--- config.mk ---
export PLATFORM = sky130hd
export DESIGN_NAME = rtttl_voice_arbiter
export DESIGN_NICKNAME = d
export VERILOG_FILES = /design/src/rtl/rtttl_voice_arbiter.sv
export SDC_FILE = /design/constraint.sdc
export NUM_CORES = 1
export LEC_CHECK = 0
export CAP_MARGIN = 20
export CORE_MARGIN = 8
export CORE_UTILIZATION = 48
export DETAILED_ROUTE_END_ITERATION = 6
export PLACE_DENSITY = 0.75
export SYNTH_ARGS = -nofsm -noshare
export SYNTH_HDL_FRONTEND = slang
export SYNTH_SLANG_ARGS = --single-unit
--- constraint.sdc ---
create_clock -name clk -period 2.18 [get_ports clk]
set_clock_uncertainty 0.2 [all_clocks]
set_input_delay 0.436 -clock clk [delete_from_list [all_inputs] [get_ports clk]]
set_output_delay 0.436 -clock clk [all_outputs]
set_load 0.005 [all_outputs]
--- src/rtl/rtttl_voice_arbiter.sv ---
// rtttl_voice_arbiter: shares one downstream tone generator (octave/note)
// between NUM_REQ melody sources. Owners are picked round-robin, the owner's
// octave/note is forwarded through one register stage, and a silent guard gap
// follows every release so that consecutive notes articulate. An optional
// maximum hold time forces rotation when another source is waiting.
//
// Optional feature: define RTTTL_ARB_PREEMPT_EN to make requester 0 a priority
// voice. It wins arbitration outright, takes the channel from any other owner
// on the next edge with no guard gap, and is never forced off by MAX_HOLD.
// When the macro is left undefined, requester 0 is an ordinary participant.
module rtttl_voice_arbiter #(
    parameter int NUM_REQ    = 4,
    parameter int GAP_CYCLES = 2381,
    parameter int MAX_HOLD   = 0,
    parameter int CNT_W      = 24
) (
    input  logic                   clk,
    input  logic                   rstn,
    input  logic [NUM_REQ-1:0]     req,
    input  logic [4*NUM_REQ-1:0]   req_octave,
    input  logic [4*NUM_REQ-1:0]   req_note,
    output logic [NUM_REQ-1:0]     grant,
    output logic                   busy,
    output logic [3:0]             octave,
    output logic [3:0]             note
);

    localparam int IDX_W = (NUM_REQ > 1) ? $clog2(NUM_REQ) : 1;

    // Hold limit and last guard count, precomputed at counter width.
    localparam logic             HOLD_EN     = (MAX_HOLD != 0);
    localparam logic [CNT_W-1:0] MAX_HOLD_M1 = CNT_W'(MAX_HOLD - 1);
    localparam logic [CNT_W-1:0] GAP_LAST    = CNT_W'(GAP_CYCLES - 1);
    localparam logic [CNT_W-1:0] CNT_ONE     = CNT_W'(1);
    localparam logic [CNT_W-1:0] CNT_MAX     = {CNT_W{1'b1}};

    typedef enum logic [1:0] {
        ST_IDLE  = 2'd0,
        ST_GRANT = 2'd1,
        ST_GUARD = 2'd2
    } state_t;

    state_t               state_q,    state_d;
    logic [NUM_REQ-1:0]   grant_q,    grant_d;
    logic                 busy_q,     busy_d;
    logic [3:0]           octave_q,   octave_d;
    logic [3:0]           note_q,     note_d;
    logic [CNT_W-1:0]     hold_cnt_q, hold_cnt_d;
    logic [CNT_W-1:0]     gap_cnt_q,  gap_cnt_d;
    logic [IDX_W-1:0]     rr_last_q,  rr_last_d;
    logic [IDX_W-1:0]     owner_q,    owner_d;

    logic [IDX_W-1:0]     win_s;
    logic                 others_s;
    logic                 rel_a_s;
    logic                 rel_b_s;
    logic                 preempt_s;

    // First set request bit searching last+1, last+2, ... modulo NUM_REQ.
    // Scanning from the farthest position toward the nearest lets the nearest
    // hit overwrite earlier ones.
    function automatic logic [IDX_W-1:0] rr_pick(input logic [NUM_REQ-1:0] r,
                                                 input logic [IDX_W-1:0]   last);
        logic [IDX_W-1:0] win;
        logic [IDX_W-1:0] idx;
        win = last;
        for (int k = NUM_REQ; k >= 1; k--) begin
            idx = IDX_W'((int'(last) + k) % NUM_REQ);
            if (r[idx]) begin
                win = idx;
            end else begin
                win = win;
            end
        end
        return win;
    endfunction

    // One-hot vector for a requester index.
    function automatic logic [NUM_REQ-1:0] onehot(input logic [IDX_W-1:0] i);
        logic [NUM_REQ-1:0] v;
        v    = {NUM_REQ{1'b0}};
        v[i] = 1'b1;
        return v;
    endfunction

    // Extract requester i's 4-bit field from a packed per-requester bus.
    function automatic logic [3:0] voice_field(input logic [4*NUM_REQ-1:0] v,
                                               input logic [IDX_W-1:0]     i);
        return v[{i, 2'b00} +: 4];
    endfunction

    // Arbitration decisions derived from current state and requests.
    always_comb begin
        others_s = |(req & ~grant_q);
        rel_a_s  = ~req[owner_q];
`ifdef RTTTL_ARB_PREEMPT_EN
        win_s     = req[0] ? {IDX_W{1'b0}} : rr_pick(req, rr_last_q);
        preempt_s = (owner_q != {IDX_W{1'b0}}) && req[0];
        rel_b_s   = HOLD_EN && (hold_cnt_q >= MAX_HOLD_M1) && others_s &&
                    (owner_q != {IDX_W{1'b0}});
`else
        win_s     = rr_pick(req, rr_last_q);
        preempt_s = 1'b0;
        rel_b_s   = HOLD_EN && (hold_cnt_q >= MAX_HOLD_M1) && others_s;
`endif
    end

    // Next-state and next-output computation for the IDLE/GRANT/GUARD machine.
    always_comb begin
        state_d    = state_q;
        grant_d    = grant_q;
        octave_d   = octave_q;
        note_d     = note_q;
        hold_cnt_d = hold_cnt_q;
        gap_cnt_d  = gap_cnt_q;
        rr_last_d  = rr_last_q;
        owner_d    = owner_q;

        case (state_q)
            ST_IDLE: begin
                grant_d  = {NUM_REQ{1'b0}};
                octave_d = 4'd0;
                note_d   = 4'd0;
                if (|req) begin
                    state_d    = ST_GRANT;
                    grant_d    = onehot(win_s);
                    rr_last_d  = win_s;
                    owner_d    = win_s;
                    hold_cnt_d = {CNT_W{1'b0}};
                    octave_d   = voice_field(req_octave, win_s);
                    note_d     = voice_field(req_note, win_s);
                end else begin
                    state_d = ST_IDLE;
                end
            end

            ST_GRANT: begin
                if (preempt_s) begin
                    // Priority voice takes over directly; rotation resumes after
                    // the displaced owner because rr_last is left alone.
                    state_d    = ST_GRANT;
                    owner_d    = {IDX_W{1'b0}};
                    grant_d    = onehot({IDX_W{1'b0}});
                    hold_cnt_d = {CNT_W{1'b0}};
                    octave_d   = voice_field(req_octave, {IDX_W{1'b0}});
                    note_d     = voice_field(req_note, {IDX_W{1'b0}});
                end else if (rel_a_s || rel_b_s) begin
                    grant_d  = {NUM_REQ{1'b0}};
                    octave_d = 4'd0;
                    note_d   = 4'd0;
                    if (GAP_CYCLES > 0) begin
                        state_d   = ST_GUARD;
                        gap_cnt_d = {CNT_W{1'b0}};
                    end else begin
                        state_d = ST_IDLE;
                    end
                end else begin
                    octave_d = voice_field(req_octave, owner_q);
                    note_d   = voice_field(req_note, owner_q);
                    if (hold_cnt_q != CNT_MAX) begin
                        hold_cnt_d = hold_cnt_q + CNT_ONE;
                    end else begin
                        hold_cnt_d = hold_cnt_q;
                    end
                end
            end

            ST_GUARD: begin
                grant_d   = {NUM_REQ{1'b0}};
                octave_d  = 4'd0;
                note_d    = 4'd0;
                gap_cnt_d = gap_cnt_q + CNT_ONE;
                if (gap_cnt_q == GAP_LAST) begin
                    state_d = ST_IDLE;
                end else begin
                    state_d = ST_GUARD;
                end
            end

            default: begin
                state_d  = ST_IDLE;
                grant_d  = {NUM_REQ{1'b0}};
                octave_d = 4'd0;
                note_d   = 4'd0;
            end
        endcase

        busy_d = (state_d != ST_IDLE);
    end

    // State and output registers with synchronous active-low reset.
    always_ff @(posedge clk) begin
        if (!rstn) begin
            state_q    <= ST_IDLE;
            grant_q    <= {NUM_REQ{1'b0}};
            busy_q     <= 1'b0;
            octave_q   <= 4'd0;
            note_q     <= 4'd0;
            hold_cnt_q <= {CNT_W{1'b0}};
            gap_cnt_q  <= {CNT_W{1'b0}};
            rr_last_q  <= IDX_W'(NUM_REQ - 1);
            owner_q    <= {IDX_W{1'b0}};
        end else begin
            state_q    <= state_d;
            grant_q    <= grant_d;
            busy_q     <= busy_d;
            octave_q   <= octave_d;
            note_q     <= note_d;
            hold_cnt_q <= hold_cnt_d;
            gap_cnt_q  <= gap_cnt_d;
            rr_last_q  <= rr_last_d;
            owner_q    <= owner_d;
        end
    end

    assign grant  = grant_q;
    assign busy   = busy_q;
    assign octave = octave_q;
    assign note   = note_q;

endmodule

==> summary.txt <==
Setup path
  • Kind of critical path: primary input to flip-flop
  • Startpoint types: primary input
  • CP endpoint kind: flip-flop
  • Req. time, crit path: 2.16 ns
  • Maximum net fanout on the critical path: 7
  • R2r setup slk: 0.17 ns
  • Critical Path AT: 2.14 ns

Run
  • Number of max-cap violations: 0

Placed design
  • IO Port Bufs: 50
  • Final Wtd Congestion: 0.860
  • Half-perimeter wire length after placement: 5.45 mm
  • Placed cells: ~450

Outcome
  • Status: complete, no violations

Finish
  • Final net count: between 400 and 500
  • Final Instance Count excl. Fillers: 461
  • Share of cells above drive strength 1: ~18%
  • P&R area growth vs syn: 37.4%
  • Antenna Cells: 0

Yosys
  • Main synth FF type: dfxtp_1
  • Top-count cell post-synth: dfxtp_1
  • Syn avg cell area: 8.20 µm²
  • Synth cell types: 48
  • Yosys top cell area share: 33.1%
  • Most instantiated cells after synthesis: dfxtp_1 (43), nand2_1 (41), nor2_1 (24), nor3_1 (24)
  • Synth Instances: 317
  • Area contributors post-synth: dfxtp_1 (33%), mux4_2 (7.8%), mux2i_1 (6.5%)
  • Fraction of registers with async set/reset: 0%
  • Register area share after synthesis: 33.1%
  • Area leader, netlist: dfxtp_1
  • EDFF count, synth: 0
  • Syn nets: roughly 360
  • Yosys warning count: 0
  • Mapped cell area: 2600 µm²
  • Synth Register Bits: 43

Route
  • Via count: ~2700
  • Initial DRC Count: 126
  • Drt first pass iters: 4
  • Wire length per cell: 16.1 µm
  • Post-route DRC: 0
  • WL met2: 3.88 mm
  • Antenna-violating nets left: 0
  • Final wirelength: 7.44 mm
  • WL met3: 414 µm
  • M1 WL: 3.00 mm
  • Top routing layer in use: met4
  • Vias/cell: 5.80

Global routing
  • Vias in the first global route: 2691
  • Global-route wire length before repair: 12.3 mm
  • Initial antenna violation count: 0
  • GRT Overall Usage: 19.6%
  • GRT overflow: 0
  • Largest net degree at the start of global routing: 35

Die
  • Num rows: 26
  • Core region area: 5170 µm²
  • Io pins: 51
  • Die ar.: 8020 µm²
  • Initial Util: between 50 and 60%
  • Die Y: about 90 µm
  • Width of the die: 89.6 µm

Power and ir drop
  • Pleak: about 1.3 nW
  • Power Density: approximately 700 nW/µm²
  • Total power: around 2.5 mW
  • Worst VDD drop: 0.000553 V

STA
  • Max Fclk: ~0.46 GHz
  • Hold Violations, Final: 0
  • Final critical-path share of the clock period: 98.9%
  • RSZ-0062 raised after global routing: yes
  • Endpoints failing setup: 0
  • Max_slew headroom: 68.9%
  • Final min period: 2.16 ns
  • Worst-margin pin slew: around 0.47 ns
  • Final slew viol count: 0

CTS
  • Clock buffer depth: 2
  • Worst-Skew Late Latency: 0.30 ns
  • TritonCTS clock tree: built
  • CTS H-tree depth: 2
  • Cts bufs inserted: 5
  • Clock sinks: 43
  • Clock-pin slew on the worst setup and hold paths: 0.08 ns
  • CTS Root Buffer Type: clkbuf_8

Worst hold path
  • HP Class: flip-flop to flip-flop
-- path summary, 6_finish.rpt --
check,cells after the start,from,end
worst min register to register,2,grant[1]$_SDFFE_PN0P_,grant[1]$_SDFFE_PN0P_
worst max register to register,7,gap_cnt_q[0]$_SDFFE_PN0P_,gap_cnt_q[20]$_SDFFE_PN0P_
worst min-delay path,2,grant[1]$_SDFFE_PN0P_,grant[1]$_SDFFE_PN0P_
worst max-delay path,8,req[2],octave[2]$_SDFF_PN0_
-- placed cells by master (no fill, tap or decap), types with 2 or more instances in the layout --
master	n
o21ai_0	11
mux2_2	4
and2_1	2
o211ai_1	8
mux4_2	9
nand2b_1	5
nor4_1	4
nor2_1	24
nand4_1	8
o21a_1	2
a21oi_1	21
inv_1	4
and2_4	2
dfxtp_1	43
nand3_2	2
o21ai_1	2
mux2i_1	16
nand2_1	40
or2_0	4
nor3_1	24
buf_12	5
and3_1	4
and4_1	2
nand3_1	20
buf_4	30
clkdlybuf4s50_1	50
nand3b_1	4
a31oi_1	6
ha_1	2
clkbuf_8	6
nor4b_1	2
nor2b_1	2
-- report_power, final --
group	total (mW)	internal, mW	switching (mW)
clock	0.665	0.371	0.294
combinational	0.972	0.544	0.429
sequential	0.912	0.863	0.0484
total	2.55	1.78	0.771
-- repair_timing --
action                     4_1_cts  5_1_grt
setup endpoints to repair        0       22
buffers inserted                 0        1
hold buffers                     0        0
resized for setup                0        9
-- per-stage QoR --
step	setup TNS (ns)	area, µm²	util, %	worst slack (ns)	hold WS (ns)
floorplan	0	2600	-	0.184	0.248
global placement	-9.04	3420	66.1	-0.317	0.256
detailed placement	-9.56	3420	66.1	-0.325	0.260
CTS	0	3540	68.4	0.000346	0.277
global route	-0.0393	3570	69.0	-0.0141	0.288
finish	0	3570	69.0	0.0232	0.282
-- kinds of logic after synthesis --
kind of cell             Yosys count  synth area share (%)
XOR/XNOR                           1                 0.337
adder cells (fa/ha/maj)            2                 0.963
buffers and inverters             25                  4.72
flip-flops                        43                  33.1
multiplexers                      30                  16.1
AND/OR/NAND/NOR                  159                  31.6
AO/OA/AOI/OAI                     57                  13.1
-- final cells by class --
cell class / count / area, µm²
Clock buffer: 6 / 82.6
Clock inverter: 2 / 35.0
Fill cell: 422 / 1600
Inverter: 5 / 18.8
Multi-Input combinational cell: 249 / 1650
Sequential cell: 43 / 861
Tap cell: 70 / 87.6
Timing Repair Buffer: 86 / 837
-- sequential cells by signal, summed over array words and instances (netlist names) --
register and cells:
state_q 2, rr_last_q 2, gap_cnt_q 24, octave 4, owner_q 2, grant 4, busy 1, note 4
-- worst max-delay path, cell delays in order --
cell	delay (ns)
clkdlybuf4s50_1	0.43
buf_4	0.15
or4_4	0.48
nand2_2	0.10
buf_4	0.16
nor3_1	0.08
mux2i_2	0.18
o211ai_1	0.12
-- metal layers --
layer / track usage (%) / vias up
li1: - / 1309
met2: 35.4 / 73
met1: 20.9 / 1280
met3: 6.01 / 14
met4: 7.10 / 0
met5: 0 / -
Note: power is estimated with default switching activity, not from simulation.
